===== src/rtl/param_shift_add_multiplier.sv =====
// Sequential shift-add multiplier: WIDTH x WIDTH product of the latched S operand and
// register B, left in {A,B}. One multiplier bit is retired per cycle. Signed mode keeps
// an extra sign bit X so the partial product is WIDTH+1 bits wide and never overflows.
module param_shift_add_multiplier #(
    parameter int unsigned WIDTH = 8
) (
    input  logic             clk,
    input  logic             reset,
    input  logic             run,
    input  logic             clearA_loadB,
    input  logic             signed_mode,
    input  logic [WIDTH-1:0] S,
    output logic             x,
    output logic [WIDTH-1:0] Aval,
    output logic [WIDTH-1:0] Bval,
    output logic             busy,
    output logic             done
);

    localparam int unsigned CW = (WIDTH > 1) ? $clog2(WIDTH) : 1;
    localparam logic [CW-1:0] LastCount = CW'(WIDTH - 1);

    typedef enum logic [1:0] {
        StIdle,
        StCompute,
        StHold
    } state_e;

    state_e           state_q, state_d;
    logic             x_q, x_d;
    logic [WIDTH-1:0] a_q, a_d;
    logic [WIDTH-1:0] b_q, b_d;
    logic [WIDTH-1:0] m_q, m_d;
    logic             mode_q, mode_d;
    logic [CW-1:0]    count_q, count_d;

    // Datapath for one compute step
    logic [WIDTH:0]   ext;
    logic [WIDTH:0]   addend;
    logic [WIDTH:0]   acc;
    logic [WIDTH:0]   sum;
    logic             last_step;

    // Partial-product add: in signed mode the final multiplier bit carries negative
    // weight, so the multiplicand is subtracted on the last step instead of added.
    always_comb begin
        last_step = (count_q == LastCount);
        ext       = {m_q[WIDTH-1] & mode_q, m_q};
        acc       = {x_q & mode_q, a_q};
        addend    = '0;
        if (b_q[0]) begin
            if (mode_q && last_step) begin
                addend = ~ext + (WIDTH+1)'(1);
            end else begin
                addend = ext;
            end
        end
        sum = acc + addend;
    end

    // Next-state and register updates for the IDLE/COMPUTE/HOLD sequence
    always_comb begin
        state_d = state_q;
        x_d     = x_q;
        a_d     = a_q;
        b_d     = b_q;
        m_d     = m_q;
        mode_d  = mode_q;
        count_d = count_q;

        unique case (state_q)
            StIdle: begin
                // Load wins over a simultaneous start request
                if (!clearA_loadB) begin
                    a_d = '0;
                    x_d = 1'b0;
                    b_d = S;
                end else if (!run) begin
                    m_d     = S;
                    mode_d  = signed_mode;
                    a_d     = '0;
                    x_d     = 1'b0;
                    count_d = '0;
                    state_d = StCompute;
                end
            end
            StCompute: begin
                x_d = mode_q ? sum[WIDTH] : 1'b0;
                a_d = sum[WIDTH:1];
                b_d = {sum[0], b_q[WIDTH-1:1]};
                if (last_step) begin
                    state_d = StHold;
                end else begin
                    count_d = count_q + CW'(1);
                end
            end
            StHold: begin
                if (!clearA_loadB) begin
                    a_d = '0;
                    x_d = 1'b0;
                    b_d = S;
                end
                // Only a released run returns to IDLE, so a held run cannot restart
                if (run) begin
                    state_d = StIdle;
                end
            end
            default: begin
                state_d = StIdle;
            end
        endcase
    end

    // State register with asynchronous active-low clear
    always_ff @(posedge clk or negedge reset) begin
        if (!reset) begin
            state_q <= StIdle;
            x_q     <= 1'b0;
            a_q     <= '0;
            b_q     <= '0;
            m_q     <= '0;
            mode_q  <= 1'b0;
            count_q <= '0;
        end else begin
            state_q <= state_d;
            x_q     <= x_d;
            a_q     <= a_d;
            b_q     <= b_d;
            m_q     <= m_d;
            mode_q  <= mode_d;
            count_q <= count_d;
        end
    end

    // Status and result outputs straight from registers
    always_comb begin
        x    = x_q;
        Aval = a_q;
        Bval = b_q;
        busy = (state_q == StCompute);
        done = (state_q == StHold);
    end

endmodule

===== config.mk =====
export PLATFORM = sky130hd
export DESIGN_NAME = param_shift_add_multiplier
export DESIGN_NICKNAME = d
export VERILOG_FILES = /design/src/rtl/param_shift_add_multiplier.sv
export SDC_FILE = /design/constraint.sdc
export NUM_CORES = 1
export LEC_CHECK = 0
export BUFFER_PORTS_ARGS = -buffer_cell sky130_fd_sc_hd__buf_2
export CAP_MARGIN = 20
export CORE_AREA = 2 2 73 75
export CTS_CLUSTER_DIAMETER = 150
export DETAILED_ROUTE_END_ITERATION = 10
export DIE_AREA = 0 0 75 77
export PLACE_DENSITY_LB_ADDON = 0.3
export SLEW_MARGIN = 20
export SYNTH_ARGS = -nofsm -noshare
export SYNTH_HDL_FRONTEND = slang
export SYNTH_SLANG_ARGS = --single-unit

===== constraint.sdc =====
create_clock -name clk -period 7.37 [get_ports clk]
set_input_delay 0.3685 -clock clk [delete_from_list [all_inputs] [get_ports clk]]
set_output_delay 0.3685 -clock clk [all_outputs]
set_load 0.05 [all_outputs]

* Yosys cells after proc, flatten, opt, wreduce, memory -nomap -nowiden
Cells that the tools add are included.
Word-level totals: memory bits (writable) 0, memory bits (read-only) 0, memories 0, latch bits 0, bits of input ports 13, output and inout bits 19, word-level logic and storage cells 58, flip-flop bits (word level) 31
Cells by class: bitwise logic cells 4, div/mod/pow operators 0, equality and inequality tests 11, multipliers 0, add/sub/neg operators 3, reductions and logical operators 11, muxes and demuxes 22, shift operators 0, magnitude comparators 0
Operators with widths (count):
- 2-to-1 mux 8 bit | 4
- case mux 8 bit (3 select lines) | 1
- 2-to-1 mux 9 bit | 2
- case mux 8 bit (2 select lines) | 1
- inequality test 2 bit (second input constant) | 6
- adder 9 x 1 -> 9 bit (second input constant) | 1
- adder 9 bit | 1
- 2-to-1 mux 3 bit | 3
- NOT 9 bit | 1
- 2-to-1 mux 2 bit | 4
- AND reduction 4 bit | 2
- case mux 2 bit (3 select lines) | 1
- case mux 3 bit (2 select lines) | 1
- AND reduction 3 bit | 2
- 2-to-1 mux 1 bit | 4
- nonzero test 2 bit | 2
- adder 3 x 1 -> 3 bit (second input constant) | 1
- equality test 3 bit (second input constant) | 1
- inequality test 3 bit (second input constant) | 1
- case mux 1 bit (3 select lines) | 1
- nonzero test 3 bit | 1
- bitwise AND 1 bit | 2
- equality test 2 x 1 -> 1 bit (second input constant) | 1
- equality test 2 bit (second input constant) | 1
- other kinds (6) | 6

* Logic depth before layout (Yosys ltp)
Gate-level depths: netlist of run 1.
depth in word-level cells 8, mapped depth 12, depth with buffers taken out 12

* Least setup slack after synthesis of run 1
Ideal clock, no wire load.
path kind register to register, start register count_q[0], end register a_q[6], in the netlist Aval[6], required time 7236 ps, period minus slack after synthesis 2722 ps, arrival 2588 ps, path buffers 0, setup time 134 ps, stages on the path, launching flop included 13, path slack 4648 ps, path through dfrtp_1 ha_1 ha_1 nand2_1 mux2i_1 nand2b_1 inv_1 ha_1 a21o_1 a21o_1 a2111oi_1 or4_1 nand3_1
On the way: word-level cells in the longest chain between the ends 6
RTL lines:
- from (decl) | line 35 | logic [CW-1:0] count_q, count_d;
- from (signal assigned) | line 131 | count_q <= count_d;
- equality test 3 bit | line 47 | last_step = (count_q == LastCount);
- logical AND 1 bit | line 52 | if (mode_q && last_step) begin
- 2-to-1 mux 9 bit | line 52
- 2-to-1 mux 9 bit | line 51 | if (b_q[0]) begin
- adder 9 bit | line 58 | sum = acc + addend;
- case mux 8 bit (3 select lines) | line 71 | unique case (state_q)
- to (signal assigned) | line 119 | a_q <= '0;
- to (signal assigned) | line 127 | a_q <= a_d;
- to (decl) | line 31 | logic [WIDTH-1:0] a_q, a_d;
Every way passes these cells. A chain may end at the register's enable or synchronous reset.

* Final worst setup path of run 1
Ends and elaborated chain as after synthesis.

==> impl_results.md, run 1 <==
- Status: finished, final reports clean
- Post-synthesis sequential area ratio: 40.3%
- Final Hold Fails: 0
- Cell Rows: 26
- I/O Buffers: 31
- Global-route wire length before repair: 7450 um
- Seq cells post-synth: 31
- Unique masters post-synth: 40
- R2R Setup Slk: 4.38 ns
- Worst EP arrival: 3.15 ns
- Via density: 5.15
- Number of synthesized flops with an enable pin: 0
- Worst Clk Skew: 0.00709 ns
- Drt pass-1 iters: 4
- Core ar.: 4980 sq um
- Syn nets: 221
- Crit Reg-Reg Endpoint: Aval[6]
- Smallest hold slack: 0.150 ns
- Dpl ws: 4.39 ns
- Critical path class: reg2reg
- Routed len/inst: 14.3 um
- Total Wirelength: 4260 um
- Hold crit path type: in2async
- Primary FF master, synth: dfrtp_1
- CTS Sinks: 31
- Area grow syn2layout: 16.6%
- Worst flop-to-flop path startpoint: count_q[0]
- Synthesized area per cell: 9.82 sq um
- Leakage power: 0.00101 uW
- PD cells: 517 nW/um^2
- Setup TNS: 0 ns
- Fmax: 335 MHz
- CTS tree: built
- Starting Density: 38.7%
- Vias: 1540
- Element type at the critical path end: flip-flop
- Io pins: 32
- Die area: 5780 sq um
- GR Overflow Total: 0
- Number of global-route vias before repair: 1547
- Required time worst endpoint: 7.53 ns
- Slew @ Worst Pin: 0.753 ns
- Largest net degree at the start of global routing: 32
- Hpwl dp: 3010 um
- RSZ-0062 raised after global routing: no
- Period minus WS final: 2.99 ns
- Slew headroom: 49.8%
- Clk_lat worst skew: 0.28 ns
- CTS root buf: clkbuf_8
- Final cell utilization of the core: 45.1%
- Postcts setup bufs: 0
- H-tree depth: 2
- Global Route Usage Sum: 16.7%
- Initial drt markers: 106
- Filler Cells Inserted: 502
- Die height: 77 um
- Hold buffers post-CTS: 0
- Crit Path Max Fanout: 9
- N_diodes: 0
- CP Launch Type: flip-flop
- CTS clk-pin slew, worst paths: 0.07 ns
- Nets: 253
- Final setup vio count: 0
- Placer Congestion: 0.773
- Num CTS Buffers: 5
- Initial antenna violation count: 0
- Asr flop ratio synth: 100%
- Gate Count Post-Synth: 196
- Drt drc: 0
- Max-slew violation count: 0
- Post-DRT Antenna Nets: 0
- Worst vdd ir: 0.000177 V
- YS warnings: 0
- Max clock buf depth: 2
- Die Wd: 75 um
- Final Worst Setup Slack: 4.38 ns
- Reg2Reg Depth: 12
- Synth Cell Area: 1930 sq um
- Resized Gates After CTS: 0
- MaxCap Viol Count: 0
- Period utilization: 40.5%
- Share of layout cells above drive strength 1: 21.8%
==> area by class of cell <==
type	count	area, sq um	area share [%]
multi-input cells	149	1070	47.7
flip-flops and latches	31	776	34.5
repair buffers	31	155	6.91
well taps	70	87.6	3.90
clock buffers	6	82.6	3.68
inverters	10	37.5	1.67
clock inverters	2	35.0	1.56
==> flip-flops by register name, indices dropped and copies added (netlist names) <==
register  count
Aval          8
Bval          8
m_q           8
count_q       3
state_q       2
mode_q        1
x             1
==> report_power, final <==
| group | switching, uW | internal [uW] |
|---|---|---|
| registers | 101 | 252 |
| clock network | 66.0 | 109 |
| logic | 399 | 232 |
| total | 567 | 594 |
==> metrics by stage <==
step / power (uW) / cell area [sq um] / cells
4_1_cts: 1170 / 2250 / 299
3_3_place_gp: 977 / 2130 / 291
6_report: 1160 / 2250 / 299
3_5_place_dp: 988 / 2130 / 291
5_1_grt: 1260 / 2250 / 299
2_1_floorplan: 844 / 1930 / 196
==> cell usage in the layout, fill, tap and decap left out, drive strengths merged, types with 2 or more instances in the layout <==
cell / instances
or3: 3
mux2i: 10
a22o: 4
clkinv: 3
xor2: 2
nand2b: 5
clkbuf: 6
inv: 8
nor4b: 2
nor3: 2
a31oi: 2
nor2b: 9
mux2: 7
o21a: 2
buf: 31
xnor2: 6
o21ai: 16
a21oi: 15
a32o: 2
nor2: 15
nor3b: 2
ha: 11
a211oi: 8
nand2: 15
dfrtp: 31
a21o: 2
==> cells by family after synthesis <==
| group | after synthesis | share of synthesized area, % |
|---|---|---|
| xor gates and xnor gates | 8 | 3.64 |
| adders and majority gates | 12 | 8.19 |
| AOI/OAI and AO/OA | 55 | 18.5 |
| muxes | 17 | 9.29 |
| buffers and inverters | 16 | 4.03 |
| and+or+nand+nor | 57 | 16.1 |
| DFF | 31 | 40.3 |
==> per-layer routing <==
| layer | GRT usage, % | routed length, um |
|---|---|---|
| met3 | 3.68 | 147 |
| met2 | 25.3 | 1960 |
| met5 | 0 | 0 |
| met1 | 23.3 | 2100 |
| met4 | 5.71 | 50 |
==> synthesized netlist by cell type (all sizes together) (2+ instances only) <==
cell,n,area share [%]
a211oi,8,3.4
inv,8,1.6
clkbuf,2,0.39
nor3b,2,0.78
dfrtp,31,40
o21ai,16,4.2
nor2b,9,2.9
nand2b,5,1.6
mux2,7,4.1
a21oi,15,3.9
a21o,2,0.78
xnor2,6,2.7
nor3,2,0.78
buf,4,1.7
nor2,15,3.1
a32o,2,1.0
nand2,15,2.9
a31oi,2,0.65
clkinv,2,0.39
mux2i,10,5.2
o21a,2,0.78
a22o,4,1.8
xor2,2,0.91
ha,11,7.1
nor4b,2,1.7
or3,3,0.97
==> worst max path at each step <==
stage	startpoint	to	slack, ns
floorplan	count_q[0]	Aval[6]	4.65
global placement	count_q[0]	Aval[6]	4.51
detailed placement	count_q[0]	Aval[6]	4.39
CTS	count_q[0]	Aval[6]	4.39
global route	count_q[0]	Aval[6]	4.13
finish	count_q[0]	Aval[6]	4.38
==> worst max-delay path, stage by stage, from the launching register on <==
cell       delay (ns)
dfrtp_1          0.39
ha_1             0.20
ha_1             0.22
nand2_1          0.24
mux2i_1          0.21
nand2b_1         0.17
inv_1            0.06
ha_1             0.27
a21o_1           0.18
a21o_1           0.20
a2111oi_1        0.48
or4_1            0.19
nand3_1          0.06
(Power assumes the default switching activity.)
==> run 2, diff against run 1 <==
clock period = 2.7 ns   (was 7.37 ns; I/O delays follow)
==> run 2 against run 1 <==
Compared with the run above: sequential cell count unchanged; final cell count rose by 4.7%; sequential power grew to 2.7 times the previous value; power grew to 2.8 times the previous value; clock power up 110%; critical path depth is 1 higher; die area stayed put.
==> impl_results.md, run 2 (synthesis results as in run 1) <==
- Clk_lat worst skew: 0.28 ns
- Total Wirelength: 4420 um
- Final setup vio count: 0
- Core ar.: 4980 sq um
- Global Route Usage Sum: 16.8%
- Hold crit path type: in2reg
- Worst EP arrival: 2.78 ns
- Period utilization: 97.1%
- Global-route wire length before repair: 7540 um
- CTS root buf: clkbuf_8
- Leakage power: 0.00109 uW
- Max-slew violation count: 0
- Slew @ Worst Pin: 0.700 ns
- Commonest cells after routing, fill and taps aside: dfrtp_1 (31), buf_2 (31), nor2_1 (14), o21ai_0 (14), nand2_1 (14)
- Cell Rows: 26
- Initial antenna violation count: 0
- I/O Buffers: 31
- Initial drt markers: 123
- Final Hold Fails: 0
- Crit Path Max Fanout: 6
- Share of layout cells above drive strength 1: 29.6%
- Drt pass-1 iters: 4
- PD cells: 1370 nW/um^2
- Vias: 1595
- Number of global-route vias before repair: 1627
- CTS tree: built
- Status: finished, final reports clean
- Die Wd: 75 um
- Filler Cells Inserted: 493
- MaxCap Viol Count: 0
- Worst vdd ir: 0.000534 V
- Largest net degree at the start of global routing: 32
- Nets: 268
- CTS clk-pin slew, worst paths: 0.06 ns
- Placer Congestion: 0.814
- Fmax: 382 MHz
- N_diodes: 0
- Die area: 5780 sq um
- RSZ-0062 raised after global routing: yes
- GR Overflow Total: 0
- CTS Sinks: 31
- Area grow syn2layout: 24.4%
- Starting Density: 38.7%
- Routed len/inst: 14.1 um
- Num CTS Buffers: 5
- Required time worst endpoint: 2.86 ns
- H-tree depth: 2
- Period minus WS final: 2.62 ns
- Die height: 77 um
- Worst Clk Skew: 0.00355 ns
- Io pins: 32
- Drt drc: 0
- Slew headroom: 53.3%
- Critical path class: reg2reg
- Element type at the critical path end: flip-flop
- Hpwl dp: 3130 um
- Setup TNS: 0 ns
- CP Launch Type: flip-flop
- Via density: 5.10
- Smallest hold slack: 0.0863 ns
- Max clock buf depth: 2
- Post-DRT Antenna Nets: 0
[run 2: changes by cell type in the layout (fill, tap and decap cells not counted), moves of 2 or more]
cell	delta
buf_4	+13
a21oi_1	-3
a21oi_2	+3
ha_1	-2
o21ai_0	-2
[run 2: path summary, 6_finish.rpt]
| kind | start | endpoint | slack (ns) | depth (start not counted) |
|---|---|---|---|---|
| max reg2reg | count_q[0] | Aval[5] | 0.08 | 13 |
| min reg2reg | Aval[4] | Aval[4] | 0.52 | 2 |
| min in group asynchronous | reset | Aval[0] | 0.44 | 2 |
| max in group asynchronous | reset | Aval[7] | 1.81 | 2 |
| min | S[0] | m_q[0] | 0.09 | 3 |
| max | count_q[0] | Aval[5] | 0.08 | 13 |
[run 2: critical path, cell delays in order, from the launching register on]
cell	delay, ns
dfrtp_1	0.38
ha_1	0.20
ha_2	0.19
nand2_4	0.09
buf_6	0.12
a21oi_2	0.03
xnor2_1	0.18
nor2_1	0.08
ha_1	0.36
o21ai_2	0.09
a21oi_2	0.06
o21a_1	0.18
or3_1	0.30
a32o_1	0.25
[run 2: report_power, final]
| group | switching [uW] | internal, uW | leakage [uW] | total [uW] |
|---|---|---|---|---|
| logic | 1200 | 781 | 0.000661 | 1980 |
| registers | 253 | 690 | 0.000378 | 943 |
| clock network | 163 | 200 | 0.0000470 | 362 |
[run 2: layout make-up]
| class | count | area, sq um | area share, % |
|---|---|---|---|
| clock buffer | 6 | 82.6 | 3.45 |
| clock inverter | 1 | 5.00 | 0.209 |
| inverter | 10 | 37.5 | 1.57 |
| multi-input combinational | 149 | 1130 | 47.3 |
| sequential | 31 | 776 | 32.4 |
| tap | 70 | 87.6 | 3.66 |
| timing repair buffer | 46 | 274 | 11.4 |
[run 2: what timing repair did]
action / 4_1_cts / 5_1_grt
setup endpoints to repair: 4 / 5
hold buffers: 1 / 0
endpoints found under the hold margin: 31 / 0
buffers inserted: 0 / 4
gates resized for setup: 3 / 10
pin swaps: 0 / 4
[run 2: metal layers]
metal,up-vias,share of wire [%],GRT usage (%)
met5,-,0,0
met4,0,0.45,4.46
met3,2,3.1,4.60
met2,30,50,27.1
met1,762,47,21.9
li1,801,-,-
[run 2: metrics by stage]
step           setup WS [ns]  instance area (sq um)  total power, uW  cells  utilization, %
6_report              0.0788                   2400             3280    313            48.1
5_1_grt              -0.0602                   2400             3570    313            48.1
4_1_cts              0.00587                   2310             3170    309            46.5
3_5_place_dp         -0.0490                   2210             2780    301            44.3
3_3_place_gp          0.0404                   2210             2750    301            44.3
2_1_floorplan         0.0352                   1930             2310    196               -
==> run 3, diff against run 2 <==
--- a/config.mk
+++ b/config.mk
@@ -13,4 +13,5 @@
 export DIE_AREA = 0 0 75 77
 export PLACE_DENSITY_LB_ADDON = 0.3
+export SETUP_SLACK_MARGIN = 0.5
 export SLEW_MARGIN = 20
 export SYNTH_ARGS = -nofsm -noshare
==> constraint.sdc (replaced) <==
create_clock -name clk -period 2.8 [get_ports clk]
set_input_delay 0.56 -clock clk [delete_from_list [all_inputs] [get_ports clk]]
set_output_delay 0.56 -clock clk [all_outputs]
set_load 0.05 [all_outputs]
==> run 3 against run 2 <==
Compared with the run above: global-route usage rose by 0.28 points; first-iteration DRC count down 40%; clock power grew 9.4%; critical path type unchanged; fmax rose by 3.1%; combinational power fell by 2%; utilization up 0.83 points; sequential power shrank 5.6%.
==> impl_results.md, run 3 (synthesis results as in run 1) <==
- Required time worst endpoint: 3.03 ns
- Cell Rows: 26
- Number of global-route vias before repair: 1548
- Largest net degree at the start of global routing: 32
- Num CTS Buffers: 5
- Period utilization: 90.8%
- Final instance area: 2440 sq um
- Starting Density: 38.7%
- Area grow syn2layout: 26.6%
- Global-route wire length before repair: 7570 um
- Initial antenna violation count: 0
- Hold buffers post-CTS: 0
- Crit Path Max Fanout: 7
- Worst path slowest cell: or4_1
- Initial drt markers: 74
- Routed len/inst: 14.0 um
- Global Route Usage Sum: 17.1%
- Setup TNS: 0 ns
- Nets: 266
- Critical path class: reg2reg
- I/O Buffers: 31
- Worst EP arrival: 2.77 ns
- Commonest cells after routing, fill and taps aside: buf_2 (31), dfrtp_1 (30), nor2_1 (14), nand2_1 (14), buf_4 (13)
- Placer Congestion: 0.859
- Core ar.: 4980 sq um
- RSZ-0062 raised after global routing: yes
- CP Launch Type: flip-flop
- Share of layout cells above drive strength 1: 33.5%
- Worst vdd ir: 0.000607 V
- CTS tree: built
- Drt pass-1 iters: 4
- Drt drc: 0
- Critical Path, Cell by Cell: ha_2 > ha_4 > nand2_4 > mux2i_1 > nand2b_4 > inv_2 > ha_4 > a21o_1 > a21o_1 > a2111oi_4 > or4_1 > nand3_1
- CTS Sinks: 31
- Commonest non-fill, non-tap cell in the layout: buf_2
- Die height: 77 um
- CTS root buf: clkbuf_8
- Element type at the critical path end: flip-flop
- Hpwl dp: 2980 um
- Period minus WS final: 2.54 ns
- Vias: 1590
- Clk_lat worst skew: 0.29 ns
- Max-slew violation count: 0
- N_diodes: 0
- Leakage power: 0.00110 uW
- GR Overflow Total: 0
- MaxCap Viol Count: 0
- Slew headroom: 52.8%
- Fmax: 393 MHz
- PD cells: 1320 nW/um^2
- Die Wd: 75 um
- Final Hold Fails: 0
- Worst Clk Skew: 0.0102 ns
- Final setup vio count: 0
- Worst flop-to-flop path startpoint: count_q[1]
- Io pins: 32
- Critical Path Max Stage Delay: 0.48 ns
- Slew @ Worst Pin: 0.708 ns
- Crit Reg-Reg Endpoint: Aval[6]
- Via density: 5.10
- Status: finished, final reports clean
- H-tree depth: 2
- Post-DP Area: 2190 sq um
- Filler Cells Inserted: 457
- Max clock buf depth: 2
- R2R Setup Slk: 0.26 ns
- Post-DRT Antenna Nets: 0
- Reg2Reg Depth: 12
- CTS clk-pin slew, worst paths: 0.07 ns
- Hold crit path type: in2async
- Total Wirelength: 4380 um
- Die area: 5780 sq um
[run 3: metal layers]
| layer | part of all wire, % | wire, um | vias up | track usage, % |
|---|---|---|---|---|
| li1 | - | - | 805 | - |
| met5 | 0 | 0 | - | 0 |
| met3 | 3.9 | 169 | 6 | 3.94 |
| met2 | 48 | 2080 | 30 | 25.3 |
| met4 | 1.3 | 56 | 0 | 6.25 |
| met1 | 47 | 2070 | 749 | 24.1 |
[run 3: report_power, final]
part           total (uW)  internal (uW)  switching, uW
sequential            890            667            223
combinational        1940            739           1200
clock                 396            224            172
total                3220           1630           1590
[run 3: worst max-delay path by stage]
| stage | startpoint | to | cells after the start |
|---|---|---|---|
| 2_1_floorplan | count_q[0] | Aval[5] | 11 |
| 3_3_place_gp | count_q[0] | Aval[5] | 11 |
| 3_5_place_dp | count_q[1] | Aval[5] | 11 |
| 4_1_cts | count_q[0] | Aval[6] | 12 |
| 5_1_grt | count_q[1] | Aval[6] | 12 |
| 6_report | count_q[1] | Aval[6] | 12 |
[run 3: layout make-up]
type | instances | area, sq um | share of cell area, %
clock buffer | 8 | 100 | 4.11
multi-input combinational | 149 | 1180 | 48.5
tap | 70 | 87.6 | 3.59
inverter | 10 | 38.8 | 1.59
timing repair buffer | 44 | 253 | 10.4
sequential | 31 | 777 | 31.9
[run 3: critical path: cells and delay by family, from the launching register on]
family,cells,cell delay (ns)
compound gates,3,0.38
fa+ha+maj,3,0.60
buf+inv,1,0.04
flops,1,0.39
mux,1,0.21
simple gates,4,0.84
[run 3: what timing repair did]
| action | 4_1_cts | 5_1_grt |
|---|---|---|
| setup buffers | 6 | 3 |
| endpoints found under the setup margin | 6 | 7 |
| pin swaps | 12 | 13 |
| gates resized for setup | 11 | 7 |
[run 3: through the flow]
step / hold slack [ns] / util (%) / std cells / total power [uW] / setup WS (ns)
global route: 0.386 / 49.0 / 312 / 3480 / 0.171
detailed placement: 0.512 / 44.0 / 295 / 2660 / 0.0978
floorplan: 0.264 / - / 196 / 2260 / 0.272
CTS: 0.349 / 48.0 / 309 / 3180 / 0.277
finish: 0.316 / 49.0 / 312 / 3220 / 0.257
global placement: 0.496 / 44.0 / 295 / 2640 / 0.152
